===== src/rtl/rs_issue_scheduler_pkg.sv =====
// Shared types and defaults for the reservation-station issue scheduler.
package rs_issue_scheduler_pkg;

    // Frames per E-node; the top-level FRAMES parameter defaults to this.
    localparam int FRAMES_PER_NODE = 8;

    // ALU occupancy, in cycles, after a long-latency op is accepted.
    localparam int LONG_LAT_DEF = 4;

    typedef enum logic [1:0] {
        ST_IDLE  = 2'd0,
        ST_OFFER = 2'd1,
        ST_BUSY  = 2'd2
    } sched_state_e;

endpackage : rs_issue_scheduler_pkg


===== src/rtl/rs_issue_scheduler_if.sv =====
// Issue handshake between the scheduler (master) and the node ALU (slave).
interface rs_issue_scheduler_if #(
    parameter int FRAME_W = 3
);
    logic               issue_valid;
    logic [FRAME_W-1:0] issue_frame;
    logic               issue_long;
    logic               issue_ready;

    modport master (
        output issue_valid,
        output issue_frame,
        output issue_long,
        input  issue_ready
    );

    modport slave (
        input  issue_valid,
        input  issue_frame,
        input  issue_long,
        output issue_ready
    );
endinterface : rs_issue_scheduler_if


===== src/rtl/rs_issue_scheduler_rr_frame_picker.sv =====
// Round-robin frame picker: first set request bit scanning ptr, ptr+1, ... (wrapping).
module rr_frame_picker #(
    parameter int FRAMES  = 8,
    parameter int FRAME_W = $clog2(FRAMES)
) (
    input  logic [FRAMES-1:0]  req,
    input  logic [FRAME_W-1:0] ptr,
    output logic [FRAME_W-1:0] gnt_idx,
    output logic               any
);

    logic [FRAME_W-1:0] scan_idx;
    logic               found;

    // Linear wrap-around scan; FRAMES is a power of two so the index add wraps naturally.
    always_comb begin
        // NOTE: every variable written here gets a default first so no latch is inferred.
        gnt_idx  = '0;
        found    = 1'b0;
        scan_idx = '0;
        for (int i = 0; i < FRAMES; i++) begin
            scan_idx = ptr + FRAME_W'(i);
            if (!found && req[scan_idx]) begin
                gnt_idx = scan_idx;
                found   = 1'b1;
            end
        end
    end

    assign any = |req;

endmodule : rr_frame_picker


===== src/rtl/rs_issue_scheduler.sv =====
// Per-E-node issue scheduler: round-robin pick of fire-ready frames, offered to the ALU.
module rs_issue_scheduler
    import rs_issue_scheduler_pkg::*;
#(
    parameter int FRAMES   = FRAMES_PER_NODE,
    parameter int FRAME_W  = $clog2(FRAMES),
    parameter int LONG_LAT = LONG_LAT_DEF,
    parameter int CNT_W    = $clog2(LONG_LAT + 1)
) (
    input  logic                clk,
    input  logic                rst_n,
    input  logic [FRAMES-1:0]   frame_ready,
    input  logic [FRAMES-1:0]   pred_squash,
    input  logic [FRAMES-1:0]   long_op,
    input  logic [FRAMES-1:0]   active_mask,
    input  logic                flush,
    input  logic [FRAMES-1:0]   flush_mask,
    input  logic                revitalize,
    rs_issue_scheduler_if.master issue_if,
    output logic [FRAMES-1:0]   issued_mask,
    output logic                all_issued,
    output logic                alu_busy
);

    sched_state_e       state_q, state_d;
    logic [FRAMES-1:0]  issued_q, issued_d;
    logic [FRAME_W-1:0] rr_q, rr_d;
    logic [CNT_W-1:0]   cnt_q, cnt_d;
    logic               valid_q, valid_d;
    logic [FRAME_W-1:0] frame_q, frame_d;
    logic               long_q, long_d;

    logic               accept, accept_eff, offer_flushed, offer_squashed, withdraw;
    logic [FRAMES-1:0]  set_vec, clr_vec, cand;
    logic [FRAME_W-1:0] pick_idx;
    logic               pick_any;

    // Resolve this cycle's accept against flush/revitalize/squash and build next issued state.
    always_comb begin
        accept         = valid_q & issue_if.issue_ready;
        offer_flushed  = valid_q & (revitalize | (flush & flush_mask[frame_q]));
        offer_squashed = valid_q & pred_squash[frame_q] & active_mask[frame_q] & ~revitalize;
        accept_eff     = accept & ~offer_flushed;
        // A squash racing an accept loses: the ALU already took the frame.
        withdraw       = offer_flushed | (offer_squashed & ~accept);

        set_vec = revitalize ? '0 : (pred_squash & active_mask);
        if (accept_eff) begin
            set_vec[frame_q] = 1'b1;
        end
        clr_vec  = revitalize ? '1 : (flush ? flush_mask : '0);
        issued_d = (issued_q | set_vec) & ~clr_vec;

        rr_d = rr_q;
        if (revitalize) begin
            rr_d = '0;
        end else if (accept_eff) begin
            rr_d = frame_q + FRAME_W'(1);
        end

        cand = frame_ready & active_mask & ~issued_d & ~pred_squash;
    end

    rr_frame_picker #(
        .FRAMES  (FRAMES),
        .FRAME_W (FRAME_W)
    ) u_picker (
        .req     (cand),
        .ptr     (rr_d),
        .gnt_idx (pick_idx),
        .any     (pick_any)
    );

    // Next-state and registered-output decisions for IDLE / OFFER / BUSY.
    always_comb begin
        state_d = state_q;
        valid_d = valid_q;
        frame_d = frame_q;
        long_d  = long_q;
        cnt_d   = cnt_q;

        case (state_q)
            ST_IDLE: begin
                if (pick_any) begin
                    state_d = ST_OFFER;
                    valid_d = 1'b1;
                    frame_d = pick_idx;
                    long_d  = long_op[pick_idx];
                end
            end
            ST_OFFER: begin
                if (withdraw) begin
                    state_d = ST_IDLE;
                    valid_d = 1'b0;
                end else if (accept_eff) begin
                    if (long_q) begin
                        state_d = ST_BUSY;
                        valid_d = 1'b0;
                        cnt_d   = CNT_W'(LONG_LAT);
                    end else if (pick_any) begin
                        valid_d = 1'b1;
                        frame_d = pick_idx;
                        long_d  = long_op[pick_idx];
                    end else begin
                        state_d = ST_IDLE;
                        valid_d = 1'b0;
                    end
                end
            end
            ST_BUSY: begin
                valid_d = 1'b0;
                cnt_d   = cnt_q - CNT_W'(1);
                if (cnt_q == CNT_W'(1)) begin
                    if (pick_any) begin
                        state_d = ST_OFFER;
                        valid_d = 1'b1;
                        frame_d = pick_idx;
                        long_d  = long_op[pick_idx];
                    end else begin
                        state_d = ST_IDLE;
                    end
                end
            end
            default: begin
                state_d = ST_IDLE;
                valid_d = 1'b0;
            end
        endcase
    end

    // State and output registers.
    always_ff @(posedge clk or negedge rst_n) begin
        if (!rst_n) begin
            state_q  <= ST_IDLE;
            issued_q <= '0;
            rr_q     <= '0;
            cnt_q    <= '0;
            valid_q  <= 1'b0;
            frame_q  <= '0;
            long_q   <= 1'b0;
        end else begin
            // NOTE: non-blocking assignments so every register samples pre-edge values.
            state_q  <= state_d;
            issued_q <= issued_d;
            rr_q     <= rr_d;
            cnt_q    <= cnt_d;
            valid_q  <= valid_d;
            frame_q  <= frame_d;
            long_q   <= long_d;
        end
    end

    assign issue_if.issue_valid = valid_q;
    assign issue_if.issue_frame = frame_q;
    assign issue_if.issue_long  = long_q;
    assign issued_mask          = issued_q;
    assign all_issued           = &(issued_q | ~active_mask);
    assign alu_busy             = (state_q == ST_BUSY);

endmodule : rs_issue_scheduler


===== src/flat_wrapper.sv =====
// flat-port wrapper written by rule: the top's interface ports become plain ports
module rs_issue_scheduler_flat import rs_issue_scheduler_pkg::*;
#(
    parameter int FRAMES   = FRAMES_PER_NODE,
    parameter int FRAME_W  = $clog2(FRAMES),
    parameter int LONG_LAT = LONG_LAT_DEF,
    parameter int CNT_W    = $clog2(LONG_LAT + 1)
)
  (clk, rst_n, frame_ready, pred_squash, long_op, active_mask, flush, flush_mask, revitalize, issued_mask, all_issued, alu_busy, issue_if_issue_valid, issue_if_issue_frame, issue_if_issue_long, issue_if_issue_ready);
  rs_issue_scheduler_if #(.FRAME_W(FRAME_W)) issue_if_i ();
  input  logic clk;
  input  logic rst_n;
  input  logic [FRAMES-1:0] frame_ready;
  input  logic [FRAMES-1:0] pred_squash;
  input  logic [FRAMES-1:0] long_op;
  input  logic [FRAMES-1:0] active_mask;
  input  logic flush;
  input  logic [FRAMES-1:0] flush_mask;
  input  logic revitalize;
  output logic [FRAMES-1:0] issued_mask;
  output logic all_issued;
  output logic alu_busy;
  output wire logic [$bits(issue_if_i.issue_valid)-1:0] issue_if_issue_valid;
  output wire logic [$bits(issue_if_i.issue_frame)-1:0] issue_if_issue_frame;
  output wire logic [$bits(issue_if_i.issue_long)-1:0] issue_if_issue_long;
  input wire logic [$bits(issue_if_i.issue_ready)-1:0] issue_if_issue_ready;
  assign issue_if_issue_valid = issue_if_i.issue_valid;
  assign issue_if_issue_frame = issue_if_i.issue_frame;
  assign issue_if_issue_long = issue_if_i.issue_long;
  assign issue_if_i.issue_ready = issue_if_issue_ready;
  rs_issue_scheduler #(.FRAMES(FRAMES), .FRAME_W(FRAME_W), .LONG_LAT(LONG_LAT), .CNT_W(CNT_W)) u_core (.clk(clk), .rst_n(rst_n), .frame_ready(frame_ready), .pred_squash(pred_squash), .long_op(long_op), .active_mask(active_mask), .flush(flush), .flush_mask(flush_mask), .revitalize(revitalize), .issue_if(issue_if_i), .issued_mask(issued_mask), .all_issued(all_issued), .alu_busy(alu_busy));
endmodule

===== config.mk =====
export PLATFORM = sky130hd
export DESIGN_NAME = rs_issue_scheduler_flat
export DESIGN_NICKNAME = d
export VERILOG_FILES = /design/src/rtl/rs_issue_scheduler_pkg.sv /design/src/rtl/rs_issue_scheduler_if.sv /design/src/rtl/rs_issue_scheduler_rr_frame_picker.sv /design/src/rtl/rs_issue_scheduler.sv /design/src/flat_wrapper.sv
export SDC_FILE = /design/constraint.sdc
export NUM_CORES = 1
export LEC_CHECK = 0
export ABC_AREA = 1
export BUFFER_PORTS_ARGS = -buffer_cell sky130_fd_sc_hd__buf_2
export CORE_ASPECT_RATIO = 1.1
export CORE_MARGIN = 5
export CORE_UTILIZATION = 55
export CTS_BUF_LIST = sky130_fd_sc_hd__clkbuf_16
export DETAILED_ROUTE_END_ITERATION = 16
export PLACE_DENSITY = 0.82
export SLEW_MARGIN = 20
export SYNTH_ARGS = -nofsm -noshare
export SYNTH_HDL_FRONTEND = slang
export SYNTH_SLANG_ARGS = --single-unit

===== constraint.sdc =====
create_clock -name clk -period 4.6 [get_ports clk]
set_clock_uncertainty 0.05 [all_clocks]
set_input_delay 0.92 -clock clk [delete_from_list [all_inputs] [get_ports clk]]
set_output_delay 0.92 -clock clk [all_outputs]
set_load 0.1 [all_outputs]

# --- After elaboration in Yosys (flattened, before gate mapping) ---
# Index checks and enable logic that the tools add are counted.
# W data, S select, Z words.
classes:
  add_sub_neg: 9
  multipliers: 0
  n_div: 0
  order_cmp: 11
  eq_ne: 11
  shift: 0
  muxes: 79
  n_bitwise: 25
  reduce_logical: 25
ops:
  columns: ["operator", "count"]
  rows:
  - ["$mux W3", 18]
  - ["$and A8 B8 Y8", 5]
  - ["$lt A3 B4 Y1 const B", 10]
  - ["$bmux W1 S3", 12]
  - ["$mux W1", 33]
  - ["$mux W8", 4]
  - ["$not A8 Y8", 4]
  - ["$or A8 B8 Y8", 3]
  - ["$add A3 B3 Y3 const B", 4]
  - ["$mux W2", 6]
  - ["$reduce_and A4 Y1", 3]
  - ["$pmux W3 S3", 1]
  - ["$and A1 B1 Y1", 8]
  - ["$logic_and A1 B1 Y1", 8]
  - ["$ne A2 B1 Y1 const B", 4]
  - ["$reduce_and A8 Y1", 1]
  - ["$reduce_or A8 Y1", 1]
  - ["$logic_not A1 Y1", 7]
  - ["$add A3 B1 Y3 const B", 2]
  - ["$add A3 B2 Y3 const B", 2]
  - ["$pmux W1 S3", 2]
  - ["$pmux W2 S3", 1]
  - ["$pmux W3 S2", 1]
  - ["$reduce_and A5 Y1", 1]
  - ["other kinds (15)", 19]
totals:
  register_bits: 21
  latchBits: 0
  mem_bits_rw: 0
  rom_bits: 0
  inputBits: 45
  out_inout_bits: 15
  word_cells: 167
  memories: 0

# --- Logic depth before layout (Yosys ltp) ---
logic_depth:
  depth_word: 44
  depth_mapped: 31
  ltp_nobuf: 28

# --- Hierarchy ---
# A second synthesis with hierarchy kept.
unflattened:
  cells_unflattened: 380
  area_unflattened_um2: 2527.4
by_module_without_submodules:
  columns: ["mod", "n_inst", "cells_per_inst", "area_each_um2", "seq_area_each_um2"]
  rows:
  - ["rs_issue_scheduler", 1, 242, 1657.8, 525.5]
  - ["rr_frame_picker", 1, 138, 869.6, 0.0]

# --- Worst setup path before layout ---
# Ideal clock, no wire load.
synth_timing:
  kind: "register -> output"
  startpoint: "register u_core.issued_q[7], in the netlist u_core.issued_mask[7]"
  endpoint: "output all_issued"
  arrival_time_ps: 3416
  required_ps: 3630
  slack_ps: 214
  path_stages_with_launch: 7
  path_buffers: 0
  cell_sequence: "dfrtp_1 -> inv_1 -> nand2_1 -> o21ai_0 -> inv_1 -> o221ai_1 -> nor3_1"
synth_via:
  elab_chain_len: 2
synth_lines:
  columns: ["item", "line", "rtl"]
  rows:
  - ["from (decl)", "rs_issue_scheduler.sv:26", "logic [FRAMES-1:0] issued_q, issued_d;"]
  - ["from (signal assigned)", "rs_issue_scheduler.sv:144", "issued_q <= issued_d;"]
  - ["$or A8 B8 Y8", "rs_issue_scheduler.sv:157", "assign all_issued = &(issued_q | ~active_mask);"]
  - ["$reduce_and A8 Y1", "rs_issue_scheduler.sv:157", null]
  - ["to (decl)", "flat_wrapper.sv:21", "output logic all_issued;"]
# No other way between the ends.

# --- Final worst setup path ---
layout_timing:
  startpoint: "input flush_mask[1]"
  endpoint: "register u_core.long_q, in the netlist u_core.issue_if.issue_long"
layout_via:
  elab_cells_between_ends: 84
  cone_classes: "7 x add/sub; 2 x eq/ne; 47 x mux; 12 x bitwise; 16 x reduce/logical"
layout_lines:
  columns: ["item", "line", "rtl"]
  rows:
  - ["from (decl)", "flat_wrapper.sv:18", "input logic [FRAMES-1:0] flush_mask;"]
  - ["$bmux W1 S3 (*)", "rs_issue_scheduler.sv:41", "offer_flushed = valid_q & (revitalize | (flush & flush_mask[frame_q]));"]
  - ["$mux W1 (not written as such) (*)", "rs_issue_scheduler.sv:41", null]
  - ["$and A1 B1 Y1 (*)", "rs_issue_scheduler.sv:41", null]
  - ["$or A1 B1 Y1 (*)", "rs_issue_scheduler.sv:41", null]
  - ["$and A1 B1 Y1 (*)", "rs_issue_scheduler.sv:41", null]
  - ["$not A1 Y1 (*)", "rs_issue_scheduler.sv:43", "accept_eff = accept & ~offer_flushed;"]
  - ["$and A1 B1 Y1 (*)", "rs_issue_scheduler.sv:43", null]
  - ["$mux W3 (*)", "rs_issue_scheduler.sv:57", "end else if (accept_eff) begin"]
  - ["[1 not listed]", null, null]
  - ["net u_core.rr_d[0]", "rs_issue_scheduler.sv:27", "logic [FRAME_W-1:0] rr_q, rr_d;"]
  - ["[23 not listed]", null, null]
  - ["$mux W3 (*)", "rs_issue_scheduler_rr_frame_picker.sv:23", "if (!found && req[scan_idx]) begin"]
  - ["$bmux W1 S3 (*)", "rs_issue_scheduler.sv:88, rs_issue_scheduler.sv:103, rs_issue_scheduler.sv:118", null]
  - ["$mux W1 (not written as such) (*)", "rs_issue_scheduler.sv:88, rs_issue_scheduler.sv:103, rs_issue_scheduler.sv:118", null]
  - ["$mux W1", "rs_issue_scheduler.sv:100", "end else if (pick_any) begin"]
  - ["$mux W1", "rs_issue_scheduler.sv:96", "if (long_q) begin"]
  - ["$mux W1", "rs_issue_scheduler.sv:95", "end else if (accept_eff) begin"]
  - ["$mux W1", "rs_issue_scheduler.sv:92", "if (withdraw) begin"]
  - ["$pmux W1 S3 (*)", "rs_issue_scheduler.sv:82", "case (state_q)"]
  - ["to (signal assigned)", "rs_issue_scheduler.sv:149", "long_q <= long_d;"]
  - ["to (decl)", "rs_issue_scheduler.sv:31", "logic long_q, long_d;"]
# Mark *: on every way through the listed nets, which the timed path passes. The select of a mux whose other input is x is not followed.
# A chain may end at the register's enable or synchronous reset.

==> impl_metrics.tcl <==
set metrics [dict create \
    status "complete, no violations" \
    slowest_delay_ps 270 \
    cp.required_ps 4750 \
    switching_share_pct 58.9 \
    slew_viol_final 0 \
    grt_max_degree 22 \
    tightest_slew_ps 500 \
    drive_gt1_share_pct 18.5 \
    cts.clk_slew.worst_paths_ps 60 \
    hpwl_um 6090 \
    fmax_mhz 243 \
    place_inst 531 \
    crit_top_cell "nand2_1" \
    first_pass_iters 5 \
    overflow 0 \
    fin_nets 532 \
    grt_pass1_wl_um 12400 \
    die_h_um 79.8 \
    cts.sinks 21 \
    max-slew-margin-rel_pct 66.6 \
    synth-seq-area-share_pct 21.6 \
    criticalPathCategory "input pin to flip-flop" \
    power.internal_w 0.000728 \
    cts_buffers 3 \
    wl_um 7660 \
    synth_ff_type "dfrtp_1" \
    syn_area_sq_mm 0.00244 \
    synth_fp_nets 470 \
    drv_cap 0 \
    crit_path_top_delay_cell "xnor2_1" \
    io_pins 60 \
    comb_power_share_pct 72.5 \
    io_buffers 59 \
    fill_cells 399 \
    synth_edf_count 0 \
    setup_violations 0 \
    synth-async-reset-ratio_pct 100 \
    wl_per_cell_um 14.3 \
    fp.dieW_um 73.5 \
    dieArea_sq_mm 0.00586 \
    clkLatencyLatePin_ps 260 \
    worstPathArrival_ps 4260 \
    final_cell_mix "nand2_1 (104), nand3_1 (82), inv_1 (65)" \
    cp_top_family "simple AND/OR/NAND/NOR gates" \
    rows 25 \
    track_usage_pct 25.9 \
    p_per_area_mw_per_mm2 611 \
    dr.first_iter.drc_count 374 \
    core-area_sq_mm 0.00429 \
    hold_viol 0 \
    route.detailed.drc 0 \
    area_growth_syn_to_layout_pct 18.9 \
    regArea_sq_um 526 \
    timing.critical_path.buf_inv 6 \
    final_common_cell "nand2_1" \
    cts_buffer_depth 2 \
    antenna_found_initial 0 \
    grt_pass1_vias 2811 \
    synth-seq-cells 21 \
    clkPwrFrac_pct 11.1 \
    power_frac_seq_pct 16.4 \
    vias 3070 \
    rsz0062_at_grt "no" \
    viasPerCell 5.74 \
    start_kind "input pin" \
    period_share_pct 89.4 \
    drtAntennaViolNets 0 \
    start_util_pct 56.8 \
    post-route-min-period_ps 4110 \
    critPathCaptureType "flip-flop" \
    multi_input_area_sq_mm 0.00160 \
    switching_power_w 0.00104 \
    post-cts-setup-buffers 0 \
    stdcell_count 535 \
    min_path_type "flip-flop to flip-flop" \
    peakVddDrop_mv 0.413 \
    cp_max_fo 11 \
    fin_util_pct 67.6 \
    timing.setup.tns_ps 0 \
    antenna_cells 0 \
    cts_hold_buf 0 \
    root_buffer "clkbuf_16" \
    cts_htree_levels 1 \
    cts-resized-gates 0 \
    yosysWarningCount 0 \
    ys_types 37 \
    leakagePower_nw 1.69 \
    syn_avg_cell_area_sq_um 5.80 \
    gp_congestion 0.949 \
    tritoncts "yes" \
    syn_inst 420 \
]
[cell usage after synthesis, drive strengths merged, types with 3 or more instances]
master | instances | area share, %
inv | 69 | 11
o211ai | 3 | 1.5
o21ai | 27 | 5.7
clkbuf | 6 | 0.92
nor3b | 3 | 0.92
nand4 | 12 | 3.1
dfrtp | 21 | 22
nand3 | 85 | 18
o22ai | 4 | 1.0
a21oi | 10 | 2.1
nand2 | 110 | 18
a31oi | 5 | 1.3
nor2 | 40 | 6.6
buf | 4 | 0.92
ha | 5 | 2.6
[final timing paths]
path	from	slack [ps]	depth (start not counted)	to
min	u_core.cnt_q[2]	440	2	u_core.cnt_q[2]
max	flush_mask[1]	490	28	u_core.issue_if.issue_long
min reg2reg	u_core.cnt_q[2]	440	2	u_core.cnt_q[2]
max reg2reg	u_core.issue_if.issue_frame[0]	520	27	u_core.issue_if.issue_long
max in group asynchronous	rst_n	3590	1	u_core.issued_mask[6]
min in group asynchronous	rst_n	570	1	u_core.cnt_q[1]
[cells by family after synthesis]
| kind of cell | after synthesis | synth area share, % |
|---|---|---|
| buffers and inverters | 80 | 12.6 |
| xor gates and xnor gates | 4 | 1.75 |
| AOI/OAI and AO/OA | 58 | 14.7 |
| and+or+nand+nor | 252 | 46.7 |
| DFF | 21 | 21.6 |
| adders and majority gates | 5 | 2.57 |
[tightest hold or removal path, delay by kind of cell, from the launching register on]
family           cells  cell delay [ps]
DFF                  1              340
and+or+nand+nor      2              110
[state kept, by name, summed over array words and instances (netlist names)]
name	count
u_core.issue_if.issue_valid	1
u_core.state_q	2
u_core.rr_q	3
u_core.issue_if.issue_long	1
u_core.issued_mask	8
u_core.issue_if.issue_frame	3
u_core.cnt_q	3
[power by group through the flow]
| stage | clock network (W) | registers [W] | logic (W) |
|---|---|---|---|
| detailed placement | 0 | 0.000292 | 0.00127 |
| finish | 0.000196 | 0.000290 | 0.00128 |
| global route | 0.000206 | 0.000298 | 0.00142 |
| global placement | 0 | 0.000290 | 0.00124 |
| floorplan | 0 | 0.000458 | 0.000823 |
| CTS | 0.000198 | 0.000289 | 0.00127 |
[final cells by class]
class	count	area share, %
Timing Repair Buffer	67	12.3
Clock buffer	3	2.59
Sequential cell	21	18.1
Clock inverter	1	0.259
Inverter	70	9.07
Multi-Input combinational cell	319	55.3
Tap cell	54	2.33
[metal layers]
metal  track usage, %  up-vias  routed length (um)
li1                 -     1511                   -
met4             10.3        0                 214
met1             32.1     1338                3080
met5                0        -                   0
met2             44.5      190                3560
met3             3.53       31                 805
[stage by stage]
step / worst slack, ps / power, W / area [sq um] / hold slack [ps]
6_report: 489 / 0.00177 / 2900 / 437
5_1_grt: 123 / 0.00193 / 2900 / 463
4_1_cts: 538 / 0.00176 / 2900 / 439
3_5_place_dp: 289 / 0.00156 / 2810 / 426
3_3_place_gp: 393 / 0.00153 / 2810 / 419
2_1_floorplan: 214 / 0.00128 / 2440 / 401
No activity file was read; power rests on OpenSTA's default activity.
